===== config.mk =====
export PLATFORM = sky130hd
export DESIGN_NAME = booth_mul_seq
export DESIGN_NICKNAME = d
export VERILOG_FILES = /design/src/rtl/booth_mul_seq.sv
export SDC_FILE = /design/constraint.sdc
export NUM_CORES = 1
export LEC_CHECK = 0
export ABC_AREA = 1
export CAP_MARGIN = 10
export CORE_MARGIN = 3
export CORE_UTILIZATION = 45
export DETAILED_ROUTE_END_ITERATION = 7
export GPL_TIMING_DRIVEN = 0
export PLACE_DENSITY = 0.74
export SLEW_MARGIN = 20
export SYNTH_ARGS = -nofsm -noshare
export SYNTH_HDL_FRONTEND = slang
export SYNTH_SLANG_ARGS = --single-unit

===== constraint.sdc =====
create_clock -name clk -period 14.1 [get_ports clk]
set_input_delay 2.115 -clock clk [delete_from_list [all_inputs] [get_ports clk]]
set_output_delay 2.115 -clock clk [all_outputs]
set_load 0.005 [all_outputs]

===== src/rtl/booth_mul_seq.sv =====
// rtl/booth_mul_seq.sv - sequential signed 32x32 radix-2 Booth multiplier on a shared ripple adder

module ripple_carry_32_bit (
    input  logic [31:0] a,
    input  logic [31:0] b,
    input  logic        cin,
    output logic [31:0] sum
);

    // Bit-serial carry chain; the final carry is not exported
    always_comb begin
        logic carry;
        carry = cin;
        sum   = '0;
        for (int i = 0; i < 32; i++) begin
            sum[i] = a[i] ^ b[i] ^ carry;
            carry  = (a[i] & b[i]) | (a[i] & carry) | (b[i] & carry);
        end
    end

endmodule

module booth_mul_seq (
    input  logic        clk,
    input  logic        rst,
    input  logic        in_valid,
    output logic        in_ready,
    input  logic [31:0] a,
    input  logic [31:0] b,
    output logic        out_valid,
    input  logic        out_ready,
    output logic [63:0] product,
    output logic        busy
);

    typedef enum logic [1:0] {
        IDLE = 2'd0,
        RUN  = 2'd1,
        DONE = 2'd2
    } state_t;

    state_t      state_q, state_d;
    logic [31:0] acc_q, acc_d;
    logic [31:0] mq_q, mq_d;
    logic        q1_q, q1_d;
    logic [31:0] mcand_q, mcand_d;
    logic [4:0]  cnt_q, cnt_d;

    logic [31:0] add_a;
    logic [31:0] add_b;
    logic        add_cin;
    logic [31:0] add_sum;
    logic        do_op;
    logic [31:0] acc_new;
    logic        ovf;
    logic        sign_bit;

    ripple_carry_32_bit u_adder (
        .a   (add_a),
        .b   (add_b),
        .cin (add_cin),
        .sum (add_sum)
    );

    // Booth recoding of {Q[0], q_1} selects add, subtract or pass-through
    always_comb begin
        add_a   = acc_q;
        add_b   = '0;
        add_cin = 1'b0;
        do_op   = 1'b0;
        case ({mq_q[0], q1_q})
            2'b01: begin
                add_b = mcand_q;
                do_op = 1'b1;
            end
            2'b10: begin
                add_b   = ~mcand_q;
                add_cin = 1'b1;
                do_op   = 1'b1;
            end
            default: begin
                add_b   = '0;
                add_cin = 1'b0;
            end
        endcase
    end

    // Rebuild the 33rd result bit since the adder has no carry-out; covers A-M with M = most negative
    always_comb begin
        ovf      = (acc_q[31] == add_b[31]) && (add_sum[31] != acc_q[31]);
        acc_new  = do_op ? add_sum : acc_q;
        sign_bit = do_op ? (add_sum[31] ^ ovf) : acc_q[31];
    end

    // Next-state and datapath update: load in IDLE, shift in RUN, hold in DONE
    always_comb begin
        state_d = state_q;
        acc_d   = acc_q;
        mq_d    = mq_q;
        q1_d    = q1_q;
        mcand_d = mcand_q;
        cnt_d   = cnt_q;
        case (state_q)
            IDLE: begin
                if (in_valid) begin
                    mcand_d = a;
                    mq_d    = b;
                    acc_d   = '0;
                    q1_d    = 1'b0;
                    cnt_d   = '0;
                    state_d = RUN;
                end
            end
            RUN: begin
                acc_d = {sign_bit, acc_new[31:1]};
                mq_d  = {acc_new[0], mq_q[31:1]};
                q1_d  = mq_q[0];
                cnt_d = cnt_q + 5'd1;
                if (cnt_q == 5'd31) begin
                    state_d = DONE;
                end
            end
            DONE: begin
                if (out_ready) begin
                    state_d = IDLE;
                end
            end
            default: begin
                state_d = IDLE;
            end
        endcase
    end

    // State and datapath registers with synchronous reset that also aborts any operation
    always_ff @(posedge clk) begin
        if (rst) begin
            state_q <= IDLE;
            acc_q   <= '0;
            mq_q    <= '0;
            q1_q    <= 1'b0;
            mcand_q <= '0;
            cnt_q   <= '0;
        end else begin
            state_q <= state_d;
            acc_q   <= acc_d;
            mq_q    <= mq_d;
            q1_q    <= q1_d;
            mcand_q <= mcand_d;
            cnt_q   <= cnt_d;
        end
    end

    // Handshake outputs decoded from state; product always shows {A,Q}
    always_comb begin
        in_ready  = (state_q == IDLE) && !rst;
        busy      = (state_q == RUN);
        out_valid = (state_q == DONE);
        product   = {acc_q, mq_q};
    end

endmodule


== Word level (Yosys, flattened, before mapping) ==
Cells that the tools add are included.

* $add $sub $neg: 1
* Reduce and logical (&&, ||, !) cells: 10
* Eq/ne operators: 11
* Mux-type cells: 17
* Bitwise operators: 221

{| class="wikitable"
|+ Operators with widths
! kind !! count
|-
| one-hot mux 32 bit (2 select lines) || 3
|-
| two-way mux 32 bit || 3
|-
| AND 1 bit || 93
|-
| XOR 1 bit || 65
|-
| bitwise OR 1 bit || 62
|-
| inverter 32 bit || 1
|-
| one-hot mux 5 bit (2 select lines) || 1
|-
| two-way mux 2 bit || 3
|-
| != test 2 x 1 -> 1 bit, second input constant || 3
|-
| one-hot mux 2 bit (3 select lines) || 1
|-
| AND reduction 3 bit || 2
|-
| adder 5 x 1 -> 5 bit, second input constant || 1
|-
| equality test 5 bit, second input constant || 1
|-
| two-way mux 5 bit || 1
|-
| equality test 2 x 1 -> 1 bit, second input constant || 2
|-
| equality test 2 bit, second input constant || 2
|-
| two-way mux 1 bit || 4
|-
| AND reduction 2 bit || 2
|-
| logical AND 1 bit || 2
|-
| logical NOT 2 bit || 1
|-
| != test 2 bit, second input constant || 1
|-
| one-hot mux 1 bit (2 select lines) || 1
|-
| nonzero test 2 bit || 1
|-
| OR reduction 2 bit || 1
|-
| other kinds (3) || 3
|}

* Register bits after elaboration: 104
* Input port bits: 68
* Output and inout port bits: 67
* Logic and storage cells: 267

== Depth between registers and ports, before layout ==
Gate-level depths: netlist of the first run.

* Depth in word-level cells: 101
* Depth in mapped cells: 45
* Gate-level depth less buffers: 44

== Cells and area by module ==
A second synthesis of the first run with hierarchy kept.

* Cell total of the unflattened synthesis: 801
* Area, all modules: 5,519.0 um^2

{| class="wikitable"
|+ Modules (own cells, without submodules)
! module !! instances !! cells an instance !! area each (um^2)
|-
| booth_mul_seq || 1 || 756 || 4,842.1
|-
| ripple_carry_32_bit || 1 || 45 || 676.9
|}

== Worst setup path before layout of the first run ==
No wires, ideal clock.

* Path type: reg-to-reg
* From: register mq_q[0]
* To: register acc_q[30]
* Buffers on the path: 1
* Path slack: 1.042 ns
* Arrival: 12.926 ns
* Setup time: 0.132 ns
* Stages on the path, launching flop included: 46
* Cells stage by stage: dfxtp_1 -> inv_1 -> ha_1 -> inv_1 -> clkbuf_1 -> nand2_1 -> o21ai_0 -> fa_1 -> inv_1 -> fa_1 -> inv_1 -> fa_1 -> fa_1 -> fa_1 -> fa_1 -> fa_1 -> fa_1 -> fa_1 -> [10 not listed] -> fa_1 -> fa_1 -> fa_1 -> fa_1 -> fa_1 -> fa_1 -> fa_1 -> fa_1 -> fa_1 -> fa_1 -> fa_1 -> fa_1 -> inv_1 -> nand3_1 -> nand2_1 -> nand2_1 -> nand2_1 -> a21oi_1

* Cells in the longest elaborated chain, start to end: 98

{| class="wikitable"
|+ RTL lines
! item !! line !! RTL
|-
| from (decl) || 44 || <nowiki>logic [31:0] mq_q, mq_d;</nowiki>
|-
| from (signal assigned) || 146 || <nowiki>mq_q <= mq_d;</nowiki>
|-
| equality test 2 bit or equality test 2 x 1 -> 1 bit (tied branches) || 71 || <nowiki>case ({mq_q[0], q1_q})</nowiki>
|-
| one-hot mux 32 bit (2 select lines) or two-way mux 1 bit (tied branches) || 71 ||
|-
| AND 1 bit || 17 || <nowiki>carry = (a[i] & b[i]) | (a[i] & carry) | (b[i] & carry);</nowiki>
|-
| bitwise OR 1 bit (2 in a row) || 17 ||
|-
| AND 1 bit || 17 ||
|-
| bitwise OR 1 bit (2 in a row) || 17 ||
|-
| AND 1 bit || 17 ||
|-
| bitwise OR 1 bit (2 in a row) || 17 ||
|-
| [76 not listed] || n/a ||
|-
| bitwise OR 1 bit (2 in a row) || 17 ||
|-
| AND 1 bit || 17 ||
|-
| bitwise OR 1 bit (2 in a row) || 17 ||
|-
| AND 1 bit || 17 ||
|-
| bitwise OR 1 bit (2 in a row) || 17 ||
|-
| XOR 1 bit || 16 || <nowiki>sum[i] = a[i] ^ b[i] ^ carry;</nowiki>
|-
| two-way mux 32 bit * || 91 || <nowiki>acc_new = do_op ? add_sum : acc_q;</nowiki>
|-
| one-hot mux 32 bit (2 select lines) * || 103 || <nowiki>case (state_q)</nowiki>
|-
| to (signal assigned) || 138 || <nowiki>acc_q <= '0;</nowiki>
|-
| to (signal assigned) || 145 || <nowiki>acc_q <= acc_d;</nowiki>
|-
| to (decl) || 43 || <nowiki>logic [31:0] acc_q, acc_d;</nowiki>
|}

Mark *: on every way between the ends. The rest lies on a longest branch, timed or not.
A chain may end at the register's enable or synchronous reset.

== Worst setup path after layout of the first run ==
Ends and elaborated chain as after synthesis.

==> flow_metrics.tcl, run 1 <==
set metrics [dict create \
    path_clk_slew_ns 0.07 \
    synth.ff_latch_count 104 \
    core_region_area_um2 11130 \
    routedWlPerCell_um 15.34 \
    synthCells 697 \
    layout.cells.non_filler 990 \
    crit_slowest_cell "fa_1" \
    timing.slew.headroom_pct 61.50 \
    cp_data_arrival_time_ns 13.92 \
    tightest_slew_ns 0.5775 \
    grtUsageTotal_pct 23.91 \
    power_frac_seq_pct 42.7 \
    dp_hpwl_um 11380 \
    clk_path_buf_depth 2 \
    clock_latency_ns 0.35 \
    synth_largest_area_cell "dfxtp_1" \
    antennaDiodeCount 0 \
    hold_viol 0 \
    switching_power_uw 227.0 \
    drtPass1Iterations 5 \
    synth_warnings 0 \
    p_comb_share_pct 22.9 \
    tns_ns 0 \
    status "completed" \
    syn_area_per_cell_um2 7.529 \
    area_delta_synth_final_pct 35.98 \
    drc 0 \
    antenna_found_initial 0 \
    powerDensity_nw_per_um2 110.9 \
    max_freq_mhz 73.00 \
    fill_cells 984 \
    ctsHoldBuffers 0 \
    hold_class "flip-flop to flip-flop" \
    drive_gt1_share_pct 5.647 \
    clockRootBuffer "clkbuf_16" \
    synth_area_leaders "dfxtp_1, fa_1, nand2_1" \
    path_max_fanout 5 \
    drt_iter0_drc 330 \
    cap_violations 0 \
    clock_sinks 104 \
    cts_max_level 3 \
    num_vias 5252 \
    dpl.cell_count 971 \
    synth_nets 800 \
    fp.dieW_um 114.0 \
    swShare_pct 28.67 \
    critPathCaptureType "flip-flop" \
    wl_um 15190 \
    cts_tree "done" \
    synthesis.area_um2 5248 \
    critPathKind "flip-flop to flip-flop" \
    place_congestion 0.8621 \
    clkPwrFrac_pct 34.3 \
    fin_skew_ns 0.008094 \
    grt_pass1_wl_um 25100 \
    cp_common_cell "fa_1" \
    vdd_drop_max_mv 0.09568 \
    finalSetupViolCount 0 \
    start_util_pct 47.17 \
    grt_start_max_net_pins 17 \
    grt_setup_unrepaired "no" \
    critPathLaunchType "flip-flop" \
    crit_required_ns 14.32 \
    die_y_um 114.0 \
    slowest_delay_ns 0.43 \
    fin_crit_sh_pct 97.16 \
    ant_nets 0 \
    slew_violations 0 \
    period_needed_ns 13.70 \
    synth.distinct_cells 21 \
    ys_seq_area_share_pct 39.68 \
    p_int_uw 564.7 \
    finalNetCount 948 \
    grt-ovfl-total 0 \
    die_area_um2 12990 \
    synth_top_area_share_pct 39.68 \
    cts_buffers 9 \
    ioPinCount 135 \
    fp-row-count 38 \
    grt_pass1_vias 5056 \
    p_leak_uw 0.002520 \
    port_buffers 134 \
    drt-vias-per-instance 5.305 \
]
synth_stat cells, drive strengths merged:
master	count
nand3	6
nor3	1
nand2	146
ha	4
fa	31
buf	16
a31oi	31
clkbuf	35
o21ai	131
dfxtp	104
a211oi	1
a21oi	73
inv	50
o211ai	1
nor2	67
state kept, by name, summed over array words and instances (netlist names):
signal   count
q1_q         1
mcand_q     32
state_q      2
acc_q       32
mq_q        32
cnt_q        5
routing by layer:
| layer | wire (um) | vias to the layer above | share of wire [%] | GRT usage [%] |
|---|---|---|---|---|
| met1 | 6488 | 2467 | 43 | 31.67 |
| met2 | 7626 | 180 | 50 | 39.70 |
| met3 | 813 | 19 | 5.4 | 5.305 |
| met4 | 258 | 0 | 1.7 | 6.255 |
| li1 | - | 2586 | - | - |
| met5 | 0 | - | 0 | 0 |
path summary, 6_finish.rpt:
check	end	startpoint	depth (start not counted)	slack, ns
worst min register to register	cnt_q[4]	cnt_q[4]	2	0.47
worst max-delay path	acc_q[30]	mq_q[0]	44	0.40
worst min-delay path	cnt_q[4]	cnt_q[4]	2	0.47
worst max register to register	acc_q[30]	mq_q[0]	44	0.40
placed cells by master (no fill, tap or decap), types with 2 or more instances in the layout:
cell type          n
a21oi_1           73
a31oi_1           31
buf_2              7
buf_4             13
bufinv_16          2
clkbuf_1          35
clkbuf_16          9
clkdlybuf4s50_1  134
clkinv_4           2
dfxtp_1          103
fa_1              28
fa_2               3
ha_1               2
ha_2               2
inv_1             44
inv_2              5
nand2_1          146
nand3_1            5
nor2_1            66
o21ai_0           68
o21ai_1           63
critical path, delay by kind of cell (launching register included):
| kind | cells | cell delay [ns] |
|---|---|---|
| AOI/OAI and AO/OA | 2 | 0.17 |
| adders and majority gates | 32 | 12.20 |
| buffers and inverters | 5 | 0.43 |
| DFF | 1 | 0.36 |
| and+or+nand+nor | 5 | 0.39 |
repair_timing:
action,4_1_cts,5_1_grt
cloned,0,0
endpoints found under the setup margin,2,3
buffers inserted,0,4
gates resized for setup,1,10
through the flow:
stage | hold slack, ns | utilization, % | power [uW] | area, um^2 | setup WS [ns]
floorplan | 0.4444 | - | 439.7 | 5248 | 1.042
global placement | 0.4524 | 60.80 | 515.9 | 6764 | 0.1856
detailed placement | 0.4572 | 60.80 | 523.8 | 6764 | 0.006095
CTS | 0.4680 | 63.72 | 792.9 | 7089 | 0.02210
global route | 0.5165 | 64.14 | 833.2 | 7136 | 0.003977
finish | 0.4727 | 64.14 | 791.7 | 7136 | 0.4004
layout make-up:
| type | instances | area (um^2) | area share, % |
|---|---|---|---|
| Timing Repair Buffer | 138 | 1371 | 19.22 |
| Buffer | 50 | 230.2 | 3.226 |
| Sequential cell | 104 | 2083 | 29.20 |
| Tap cell | 140 | 175.2 | 2.455 |
| Multi-Input combinational cell | 492 | 2760 | 38.68 |
| Clock inverter | 4 | 77.57 | 1.087 |
| Clock buffer | 12 | 246.5 | 3.454 |
| Inverter | 50 | 191.4 | 2.683 |
power groups by stage:
| stage | Sequential (uW) | Combinational [uW] | Clock (uW) |
|---|---|---|---|
| final | 338 | 182 | 272 |
| after global routing | 342 | 204 | 288 |
| after CTS | 338 | 181 | 274 |
| after detailed placement | 344 | 180 | 0 |
| after global placement | 343 | 173 | 0 |
| after floorplan | 341 | 98.7 | 0 |
logic make-up after synthesis:
logic type | Yosys count | share of synthesized area, %
simple gates | 220 | 16.14
compound gates | 237 | 23.44
flops | 104 | 39.68
fa+ha+maj | 35 | 12.78
buf+inv | 101 | 7.964
(Power assumes the default switching activity.)
==> inputs of run 2 (changes only) <==
ABC_AREA = not set   (was 1)
PLACE_DENSITY = not set   (was 0.74)
PLACE_DENSITY_LB_ADDON = 0.25   (was not set)
==> run 2 against run 1 <==
Against the previous run: sequential share of layout area decreased by 0.43 points; critical path type unchanged; highest routed layer unchanged; area after synthesis increased by 2.6%; setup slack improved by 0.011 ns; clock-buffer cell count decreased by 1.
==> flow_metrics.tcl, run 2 <==
set metrics [dict create \
    hp-start "mcand_q[15]" \
    finalSetupViolCount 0 \
    power_frac_seq_pct 45.9 \
    cts_tree "done" \
    synthFlopType "dfxtp_1" \
    path_clk_slew_ns 0.07 \
    place_congestion 0.8480 \
    num_vias 5103 \
    synth.ff_latch_count 104 \
    status "completed" \
    ant_nets 0 \
    wl_um 14880 \
    ioPinCount 135 \
    synth_edf_count 0 \
    syn_area_per_cell_um2 8.228 \
    start_util_pct 46.53 \
    hold_depth 2 \
    final_common_cell "nand2_1" \
    cp.buffers_inverters 4 \
    slew_violations 0 \
    synth_top_area_share_pct 38.69 \
    grtUsageTotal_pct 22.77 \
    synth_most_common_cell "nand2_1" \
    tightest_slew_ns 0.5942 \
    core_region_area_um2 11560 \
    drt_iter0_drc 590 \
    path_max_fanout 10 \
    swShare_pct 27.44 \
    grt-ovfl-total 0 \
    synth_nets 757 \
    clk_path_buf_depth 2 \
    layout_common_cells "nand2_1, clkdlybuf4s50_1, dfxtp_1" \
    die_area_um2 13310 \
    drc 0 \
    cts_buffers 9 \
    clkPwrFrac_pct 35.7 \
    grt_pass1_vias 5161 \
    cts.repair.resized 9 \
    critPathKind "flip-flop to flip-flop" \
    synth_largest_area_cell "dfxtp_1" \
    clock_sinks 104 \
    drive_gt1_share_pct 6.600 \
    synth.distinct_cells 32 \
    p_leak_uw 0.002462 \
    grt_start_max_net_pins 17 \
    reg2reg_depth 40 \
    fin_skew_ns 0.005648 \
    fp-row-count 39 \
    fin_worst_hold_slack_ns 0.4731 \
    p_comb_share_pct 18.4 \
    netlist_top_cells_count "nand2_1, dfxtp_1, nor2_1, inv_1, a21oi_1" \
    setup_ws_ns 0.4113 \
    antennaDiodeCount 0 \
    rr_startpoint "mq_q[0]" \
    synthesis.area_um2 5381 \
    timing.slew.headroom_pct 60.38 \
    fp.dieW_um 115.4 \
    powerDensity_nw_per_um2 96.93 \
    cp_data_arrival_time_ns 13.93 \
    dp_hpwl_um 10920 \
    ctsHoldBuffers 0 \
    cp.depth 40 \
    max_freq_mhz 73.05 \
    fill_cells 1001 \
    p_int_uw 509.5 \
    synth_area_leaders "dfxtp_1, fa_1, nand2_1" \
    port_buffers 133 \
    grt_pass1_wl_um 24250 \
    vdd_drop_max_mv 0.05188 \
    die_y_um 115.4 \
    drt-vias-per-instance 5.394 \
    critPathLaunchType "flip-flop" \
    area_delta_synth_final_pct 34.60 \
    drtPass1Iterations 5 \
    switching_power_uw 192.6 \
    dp_slack_ns -0.3472 \
    clockRootBuffer "clkbuf_16" \
    ys_seq_area_share_pct 38.69 \
    synth_async_sr_flop_share_pct 0 \
    period_needed_ns 13.69 \
    clock_latency_ns 0.35 \
    top_regs "acc_q: 32 flops, mcand_q: 32 flops, mq_q: 32 flops" \
    cp_common_cell "fa_1" \
    cts_max_level 3 \
    critPathCaptureType "flip-flop" \
    cts_setup_buffers 0 \
    slowest_delay_ns 0.43 \
    crit_slowest_cell "fa_1" \
    fin_crit_sh_pct 97.08 \
    finalNetCount 901 \
    synthCells 654 \
    cap_violations 0 \
    startpoint "mq_q[0]" \
    hold_viol 0 \
    hold_class "flip-flop to flip-flop" \
    antenna_found_initial 0 \
    synth_warnings 0 \
    routedWlPerCell_um 15.73 \
    crit_required_ns 14.34 \
    crit_family "adder cells" \
]
## run 2: changes by cell type after synthesis, moves of 7 or more
cell,delta
o21ai_1,-63
mux2i_1,+32
a311oi_1,+32
a31oi_1,-31
buf_2,+12
nand2_1,+13
nor2_1,+8
a22oi_1,+33
a21oi_1,-37
inv_1,-7
o21ai_0,-36
## run 2: metrics by stage
step / TNS (ns) / total power [uW] / instances / area (um^2) / utilization [%]
floorplan: 0 / 393.4 / 654 / 5381 / -
global placement: -0.05433 / 450.3 / 930 / 6892 / 59.59
detailed placement: -0.4436 / 454.9 / 930 / 6892 / 59.59
CTS: 0 / 703.1 / 946 / 7204 / 62.30
global route: -0.001078 / 731.5 / 946 / 7243 / 62.63
finish: 0 / 702.1 / 946 / 7243 / 62.63
## run 2: cells by family (layout without fill, tap and decap cells)
group | Yosys count | in the layout | share of synthesized area [%]
buf+inv | 94 | 243 | 7.440
simple gates | 249 | 249 | 18.07
xor+xnor | 1 | 1 | 0.1628
flops | 104 | 104 | 38.69
mux | 33 | 33 | 6.208
compound gates | 138 | 138 | 16.97
fa+ha+maj | 35 | 35 | 12.46
## run 2: final cells by class
class                           instances  area [um^2]  share of cell area [%]
Clock inverter                          5        57.56                  0.7946
Tap cell                              143        178.9                   2.470
Buffer                                 55        270.3                   3.731
Inverter                               39        147.6                   2.038
Sequential cell                       104         2083                   28.76
Timing Repair Buffer                  133         1331                   18.38
Clock buffer                           11        232.7                   3.213
Multi-Input combinational cell        456         2942                   40.61
## run 2: worst min-delay path: stages, from the launching register on
cell and delay (ns):
dfxtp_1 0.32, nand2_1 0.06, a21oi_1 0.05
## run 2: metal layers
metal  track usage (%)  routed length (um)  vias up
met3             5.368                1205       27
met5                 0                   0        -
met2             37.69                7031      210
met4             7.668                 243        0
met1             29.34                6396     2404
li1                  -                   -     2462
## run 2: final timing paths
kind,to,slack [ns]
max,acc_q[30],0.41
min,mcand_q[15],0.47
min reg2reg,mcand_q[15],0.47
max reg2reg,acc_q[30],0.41
## run 2: power by group through the flow
stage / logic, uW / clock network, uW / registers [uW]
2_1_floorplan: 66.6 / 0 / 327
3_3_place_gp: 123 / 0 / 327
3_5_place_dp: 127 / 0 / 328
4_1_cts: 128 / 253 / 322
5_1_grt: 144 / 264 / 324
6_report: 129 / 251 / 322
